File: config.mk
export PLATFORM = sky130hd
export DESIGN_NAME = instr_cache
export DESIGN_NICKNAME = d
export VERILOG_FILES = /design/src/rtl/icache_pkg.sv /design/src/rtl/instr_cache_array.sv /design/src/rtl/instr_cache.sv
export SDC_FILE = /design/constraint.sdc
export NUM_CORES = 2
export LEC_CHECK = 0
export CORE_MARGIN = 5
export CORE_UTILIZATION = 62
export DETAILED_ROUTE_END_ITERATION = 8
export PLACE_DENSITY_LB_ADDON = 0.2
export REMOVE_ABC_BUFFERS = 1
export SYNTH_ARGS = -nofsm -noshare
export SYNTH_HDL_FRONTEND = slang
export SYNTH_SLANG_ARGS = --single-unit
File: constraint.sdc
create_clock -name i_clk -period 4.3 [get_ports i_clk]
set_clock_uncertainty 0.05 [all_clocks]
set_input_delay 0.43 -clock i_clk [delete_from_list [all_inputs] [get_ports i_clk]]
set_output_delay 0.43 -clock i_clk [all_outputs]
set_load 0.005 [all_outputs]
File: src/rtl/icache_pkg.sv
// Shared types and geometry helpers for the instruction cache.
// Address split: offset [1:0], word, index, tag (upper bits).
package icache_pkg;

  typedef enum logic [1:0] {
    IDLE,
    REQ,
    WAIT
  } ic_state_e;

  localparam logic [31:0] NOP = 32'h0000_0013;

  function automatic int wo_w(input int words);
    return $clog2(words);
  endfunction

  function automatic int idx_w(input int lines);
    return $clog2(lines);
  endfunction

  function automatic int tag_w(input int lines, input int words);
    return 30 - $clog2(words) - $clog2(lines);
  endfunction

endpackage

File: src/rtl/instr_cache_array.sv
// Flop-based valid/tag/data storage for the instruction cache.
// One combinational read port, one word write port, flush-all.
module instr_cache_array import icache_pkg::*; #(
  parameter int LINES = 16,
  parameter int WORDS = 4,
  parameter int IW    = idx_w(LINES),
  parameter int WW    = wo_w(WORDS),
  parameter int TW    = tag_w(LINES, WORDS)
) (
  input  logic          i_clk,
  input  logic          i_nrst,
  input  logic [IW-1:0] i_rd_idx,
  input  logic [WW-1:0] i_rd_wo,
  output logic          o_rd_valid,
  output logic [TW-1:0] o_rd_tag,
  output logic [31:0]   o_rd_data,
  input  logic          i_wr_en,
  input  logic [IW-1:0] i_wr_idx,
  input  logic [WW-1:0] i_wr_wo,
  input  logic [31:0]   i_wr_data,
  input  logic          i_set_en,
  input  logic [TW-1:0] i_set_tag,
  input  logic          i_flush
);

  logic [LINES-1:0] r_valid;
  logic [TW-1:0]    r_tag  [LINES];
  logic [31:0]      r_data [LINES][WORDS];

  assign o_rd_valid = r_valid[i_rd_idx];
  assign o_rd_tag   = r_tag[i_rd_idx];
  assign o_rd_data  = r_data[i_rd_idx][i_rd_wo];

  // Valid bits: flush beats a same-cycle validate.
  always_ff @(posedge i_clk) begin
    if (!i_nrst) begin
      r_valid <= '0;
    end else if (i_flush) begin
      r_valid <= '0;
    end else if (i_set_en) begin
      r_valid[i_wr_idx] <= 1'b1;
    end
  end

  // Tag and data arrays carry no reset.
  always_ff @(posedge i_clk) begin
    if (i_wr_en) begin
      r_data[i_wr_idx][i_wr_wo] <= i_wr_data;
    end
    if (i_set_en) begin
      r_tag[i_wr_idx] <= i_set_tag;
    end
  end

endmodule

File: src/rtl/instr_cache.sv
// Direct-mapped read-only instruction cache.
// Zero-latency hits; word-by-word refill over valid/ready memory bus.
module instr_cache import icache_pkg::*; #(
  parameter int LINES = 16,
  parameter int WORDS = 4
) (
  input  logic        i_clk,
  input  logic        i_nrst,
  input  logic        i_req,
  input  logic [31:0] i_addr_pc,
  input  logic        i_flush,
  output logic        o_valid,
  output logic        o_stall,
  output logic [31:0] o_data_instr,
  output logic        o_mem_req,
  output logic [31:0] o_mem_addr,
  input  logic        i_mem_ready,
  input  logic        i_mem_rvalid,
  input  logic [31:0] i_mem_rdata
);

  localparam int IW = idx_w(LINES);
  localparam int WW = wo_w(WORDS);
  localparam int TW = tag_w(LINES, WORDS);

  ic_state_e     r_state, w_state_nx;
  logic [WW-1:0] r_cnt, w_cnt_nx;
  logic [31:0]   r_base, w_base_nx;
  logic          r_abort, w_abort_nx;

  logic [IW-1:0] w_idx, w_ref_idx;
  logic [WW-1:0] w_wo;
  logic [TW-1:0] w_tag, w_ref_tag, w_rd_tag;
  logic [31:0]   w_rd_data;
  logic          w_rd_valid, w_hit, w_miss;
  logic          w_wr_en, w_set_en, w_mem_req;
  logic          w_unused_ofs;

  assign w_wo      = i_addr_pc[WW+1:2];
  assign w_idx     = i_addr_pc[WW+2 +: IW];
  assign w_tag     = i_addr_pc[31 -: TW];
  assign w_ref_idx = r_base[WW+2 +: IW];
  assign w_ref_tag = r_base[31 -: TW];
  assign w_unused_ofs = ^i_addr_pc[1:0];

  assign w_hit = i_req & w_rd_valid & (w_rd_tag == w_tag)
               & (r_state == IDLE) & ~i_flush;
  assign w_miss = i_req & ~w_hit;

  assign o_valid      = w_hit;
  assign o_stall      = w_miss;
  assign o_data_instr = w_hit ? w_rd_data : NOP;
  assign o_mem_req    = w_mem_req;
  assign o_mem_addr   = w_mem_req ? r_base + 32'({r_cnt, 2'b00}) : '0;

  instr_cache_array #(
    .LINES (LINES),
    .WORDS (WORDS)
  ) u_array (
    .i_clk      (i_clk),
    .i_nrst     (i_nrst),
    .i_rd_idx   (w_idx),
    .i_rd_wo    (w_wo),
    .o_rd_valid (w_rd_valid),
    .o_rd_tag   (w_rd_tag),
    .o_rd_data  (w_rd_data),
    .i_wr_en    (w_wr_en),
    .i_wr_idx   (w_ref_idx),
    .i_wr_wo    (r_cnt),
    .i_wr_data  (i_mem_rdata),
    .i_set_en   (w_set_en),
    .i_set_tag  (w_ref_tag),
    .i_flush    (i_flush)
  );

  // Refill FSM: next state, counter, line base and bus controls.
  always_comb begin
    w_state_nx = r_state;
    w_cnt_nx   = r_cnt;
    w_base_nx  = r_base;
    w_mem_req  = 1'b0;
    w_wr_en    = 1'b0;
    w_set_en   = 1'b0;
    unique case (r_state)
      IDLE: begin
        if (w_miss && !i_flush) begin
          w_state_nx = REQ;
          w_cnt_nx   = '0;
          w_base_nx  = {i_addr_pc[31:WW+2], {(WW+2){1'b0}}};
        end
      end
      REQ: begin
        w_mem_req = 1'b1;
        if (i_mem_ready) w_state_nx = WAIT;
      end
      WAIT: begin
        if (i_mem_rvalid) begin
          w_wr_en = 1'b1;
          if (r_cnt == WW'(WORDS - 1)) begin
            w_set_en   = ~r_abort;
            w_state_nx = IDLE;
          end else begin
            w_cnt_nx   = r_cnt + WW'(1);
            w_state_nx = REQ;
          end
        end
      end
      default: w_state_nx = IDLE;
    endcase
    w_abort_nx = (w_state_nx == IDLE) ? 1'b0
               : (r_abort | (i_flush & (r_state != IDLE)));
  end

  // FSM state and refill bookkeeping registers.
  always_ff @(posedge i_clk) begin
    if (!i_nrst) begin
      r_state <= IDLE;
      r_cnt   <= '0;
      r_base  <= '0;
      r_abort <= 1'b0;
    end else begin
      r_state <= w_state_nx;
      r_cnt   <= w_cnt_nx;
      r_base  <= w_base_nx;
      r_abort <= w_abort_nx;
    end
  end

endmodule

==> results.md <==
- Period utilisation layout: 106%
- Crit. End Element: output port
- Most used cell, CP: buf_4
- Failing checks: setup timing
- Distinct cells, synth: 54
- Combinational share of power: 4.5%
- ANT nets after route: 0
- Placeable core area: 152,000 µm²
- Post-synth EDFFs: 2,432
- Commonest non-fill, non-tap cell in the layout: edfxtp_1
- CP Class: flop to output port
- Clock sink total: 2,481
- Crit. Startpoint: u_array.r_tag[6][20]$_DFFE_PP_
- Lkg Pwr: 34.1 nW
- Internal power: 38.7 mW
- Post-layout min period: 4.57 ns
- Share of flip-flops with an asynchronous set or reset after synthesis: 0%
- Rows: 143
- Synth Cell Area: 95,300 µm²
- Place WS: -0.372 ns
- Total grt overflow: 0
- Worst r2r src: u_array.r_tag[11][18]$_DFFE_PP_
- Hpwl dp: 131 mm
- Fmax: 219 MHz
- Flop pwr share: 54.6%
- Die area: 162,000 µm²
- Chip width: 402 µm
- Largest net degree at the start of global routing: 92
- Drt wl/cell: 37.9 µm
- Crit-path max FO: 6
- Synthesis-to-finish area growth: 14.6%
- Initial antenna violation count: 5
- Clock power frac: 40.9%
- Syn Inst Count: 3,979
- Final WL: 251 mm
- Clock buffer depth: 3
- Sequential share of the synthesized area: 77.7%
- Maximum VDD drop: 0.000410 V
- Pwr/cell area: 446 nW/µm²
- PnR Total Power: 48.8 mW
- Residual DRC count: 0
- Fin area: 109,000 µm²
- MaxCap Viol Count: 0
- Post-layout net count: 4,474
- Final Hold Vio Count: 0
- Routability cong.: 0.800
- Min-Delay Path Depth: 3
- Vias in the first global route: 46.8k
- Count of final setup violators: 33
- Hold wc startpoint: i_nrst
- Via/cell ratio: 7.04
- DRT Pass-1 Iters: 6
- Status: complete, but fails checks
- Util after Layout: 71.6%
- IO Pins: 137
- Clk root buf: clkbuf_16
- Starting density of the core: 62.5%
- Placed instance area: 101,000 µm²
- Max incr delay on CP: 0.50 ns
- Ys Warns: 0
- Switching share of power: 20.6%
- Worst-Margin Slew: 1.21 ns
- Worst path cell trace: mux4_2 > mux2i_2 > o21ai_2 > a311oi_2 > nand3_2 > a2111oi_4 > buf_4 > nand3_4 > buf_12 > buf_16 > buf_8 > a211oi_2 > buf_4 > buf_6
- Final slew viol count: 0
- Fillers: 8,556
- First-pass GRT wire length: 356 mm
- Layout cells sized above 1: 33.3%
- Mean Syn Cell Area: 23.9 µm²
- Fin Setup TNS: -4.68 ns
- Post-synth top flop: edfxtp_1
- 1st-iter DRT viols: 7,047
- Cts bufs inserted: 233
- Slowest-stage cell, CP: mux4_2
- Die height: 402 µm
- All-Layer GR Usage: 31.4%
- Fin worst setup slack: -0.273 ns
- Rel. slew slack: 19.4%
- Yosys reg bits: 2,481
- CP Data Required Time: 3.82 ns
- NetSw: 10.0 mW
- Vias: 46.7k
- Worst r2r path cells: 11
- Commonest non-fill, non-tap cells in the layout: 2,432 x edfxtp_1, 751 x mux4_2, 235 x clkbuf_16
- Depth of the CTS H-tree: 4
- Hold/Removal Path Class: input port to flop
- RSZ-0062 raised after global routing: yes
- Worst-path clk slew: 0.06 ns
- Port Buf Inserts: 132
- CTS tree: done
- WP data arrival: 4.09 ns
- Worst skew pair latency: 0.85 ns
- CP Launch Type: flop
## power by group through the flow
stage          Sequential, mW  Combinational (mW)  Clock (mW)
3_5_place_dp             27.1                2.16           0
2_1_floorplan            27.1               0.986           0
4_1_cts                  26.6                2.20        20.1
6_report                 26.6                2.20        19.9
3_3_place_gp             27.1                2.12           0
5_1_grt                  26.6                2.33        21.2
## Yosys cell counts, types with 2 or more instances
cell	count	area share [%]
a221oi_1	2	0.018
a22oi_1	4	0.032
buf_2	82	0.43
o21ai_1	2	0.011
nand2_1	99	0.39
mux4_2	751	18
dfxtp_1	49	1.0
a21o_1	2	0.016
o22ai_1	2	0.013
o21ai_0	6	0.032
buf_4	21	0.17
buf_1	26	0.10
xor2_1	14	0.13
and2_1	43	0.28
o21a_1	16	0.13
inv_2	2	0.0079
mux2_2	2	0.024
nand4_1	4	0.026
nand3_1	15	0.079
buf_6	3	0.035
nor3b_1	2	0.016
a21oi_1	10	0.053
nor3_1	2	0.011
nor2_1	89	0.35
a311oi_1	7	0.064
xnor2_1	18	0.17
clkbuf_1	87	0.34
nor4_2	2	0.026
a211oi_1	28	0.22
inv_1	6	0.024
o32ai_1	2	0.018
mux2i_1	83	0.87
ha_1	4	0.053
nor2b_1	29	0.19
a41oi_1	4	0.037
or2_1	3	0.020
nand2b_1	4	0.026
a31oi_1	3	0.020
edfxtp_1	2432	77
or3_1	2	0.013
or2_2	2	0.013
o31ai_1	3	0.024
## worst paths after layout
path	slack (ns)	endpoint
max	-0.27	o_data_instr[30]
max reg2reg	1.01	r_base[22]$_SDFFE_PN0P_
min	0.07	r_base[20]$_SDFFE_PN0P_
min reg2reg	0.42	u_array.r_valid[7]$_SDFFE_PP0P_
## worst max-delay path, delay by kind of cell, from the launching register on
| family | cells | cell delay, ns |
|---|---|---|
| AOI/OAI and AO/OA | 4 | 0.99 |
| buffers and inverters | 6 | 0.90 |
| muxes | 2 | 0.74 |
| DFF | 1 | 0.36 |
| and+or+nand+nor | 2 | 0.24 |
## sequential cells by signal (all words and copies together), names as in the netlist
register	cells
u_array.r_data	2048
u_array.r_tag	384
r_cnt	2
r_state	2
u_array.r_valid	16
r_base	28
r_abort	1
## metal layers
layer,track usage [%],wire length (µm)
met1,44.8,90700
met2,49.3,122000
met3,7.05,27900
met4,11.2,10200
met5,0,0
## cells by family (layout without fill, tap and decap cells)
logic type | count (synthesis) | after routing | synth area share (%)
AOI/OAI and AO/OA | 99 | 99 | 0.763
xor gates and xnor gates | 32 | 32 | 0.294
adders and majority gates | 4 | 4 | 0.0525
buffers and inverters | 227 | 842 | 1.11
DFF | 2481 | 2481 | 77.7
muxes | 836 | 836 | 18.6
other | 1 | 5 | 0.00394
and+or+nand+nor | 299 | 299 | 1.47
## layout make-up
cell class | instances | area (µm²) | area share, %
sequential | 2481 | 74000 | 67.8
multi-input combinational | 1272 | 21100 | 19.3
clock buffer | 316 | 6280 | 5.75
timing repair buffer | 404 | 4170 | 3.82
tap | 2030 | 2540 | 2.33
clock inverter | 114 | 1060 | 0.971
inverter | 8 | 35.0 | 0.0321
antenna | 3 | 7.51 | 0.00687
## stage by stage
step | hold WS, ns | std cells
6_report | 0.0677 | 6628
5_1_grt | 0.0532 | 6625
4_1_cts | 0.0123 | 6624
3_5_place_dp | 0.405 | 6188
3_3_place_gp | 0.392 | 6188
2_1_floorplan | 0.385 | 3761
## what timing repair did
item                                   in CTS  in global routing
cloned                                      1                  0
buffers inserted                           11                  2
hold buffers                                0                  0
endpoints found under the hold margin       0                  0
gates resized for setup                   165                 21
pin swaps                                  12                 10
setup endpoints to repair                  34                 34
(Power assumes the default switching activity.)
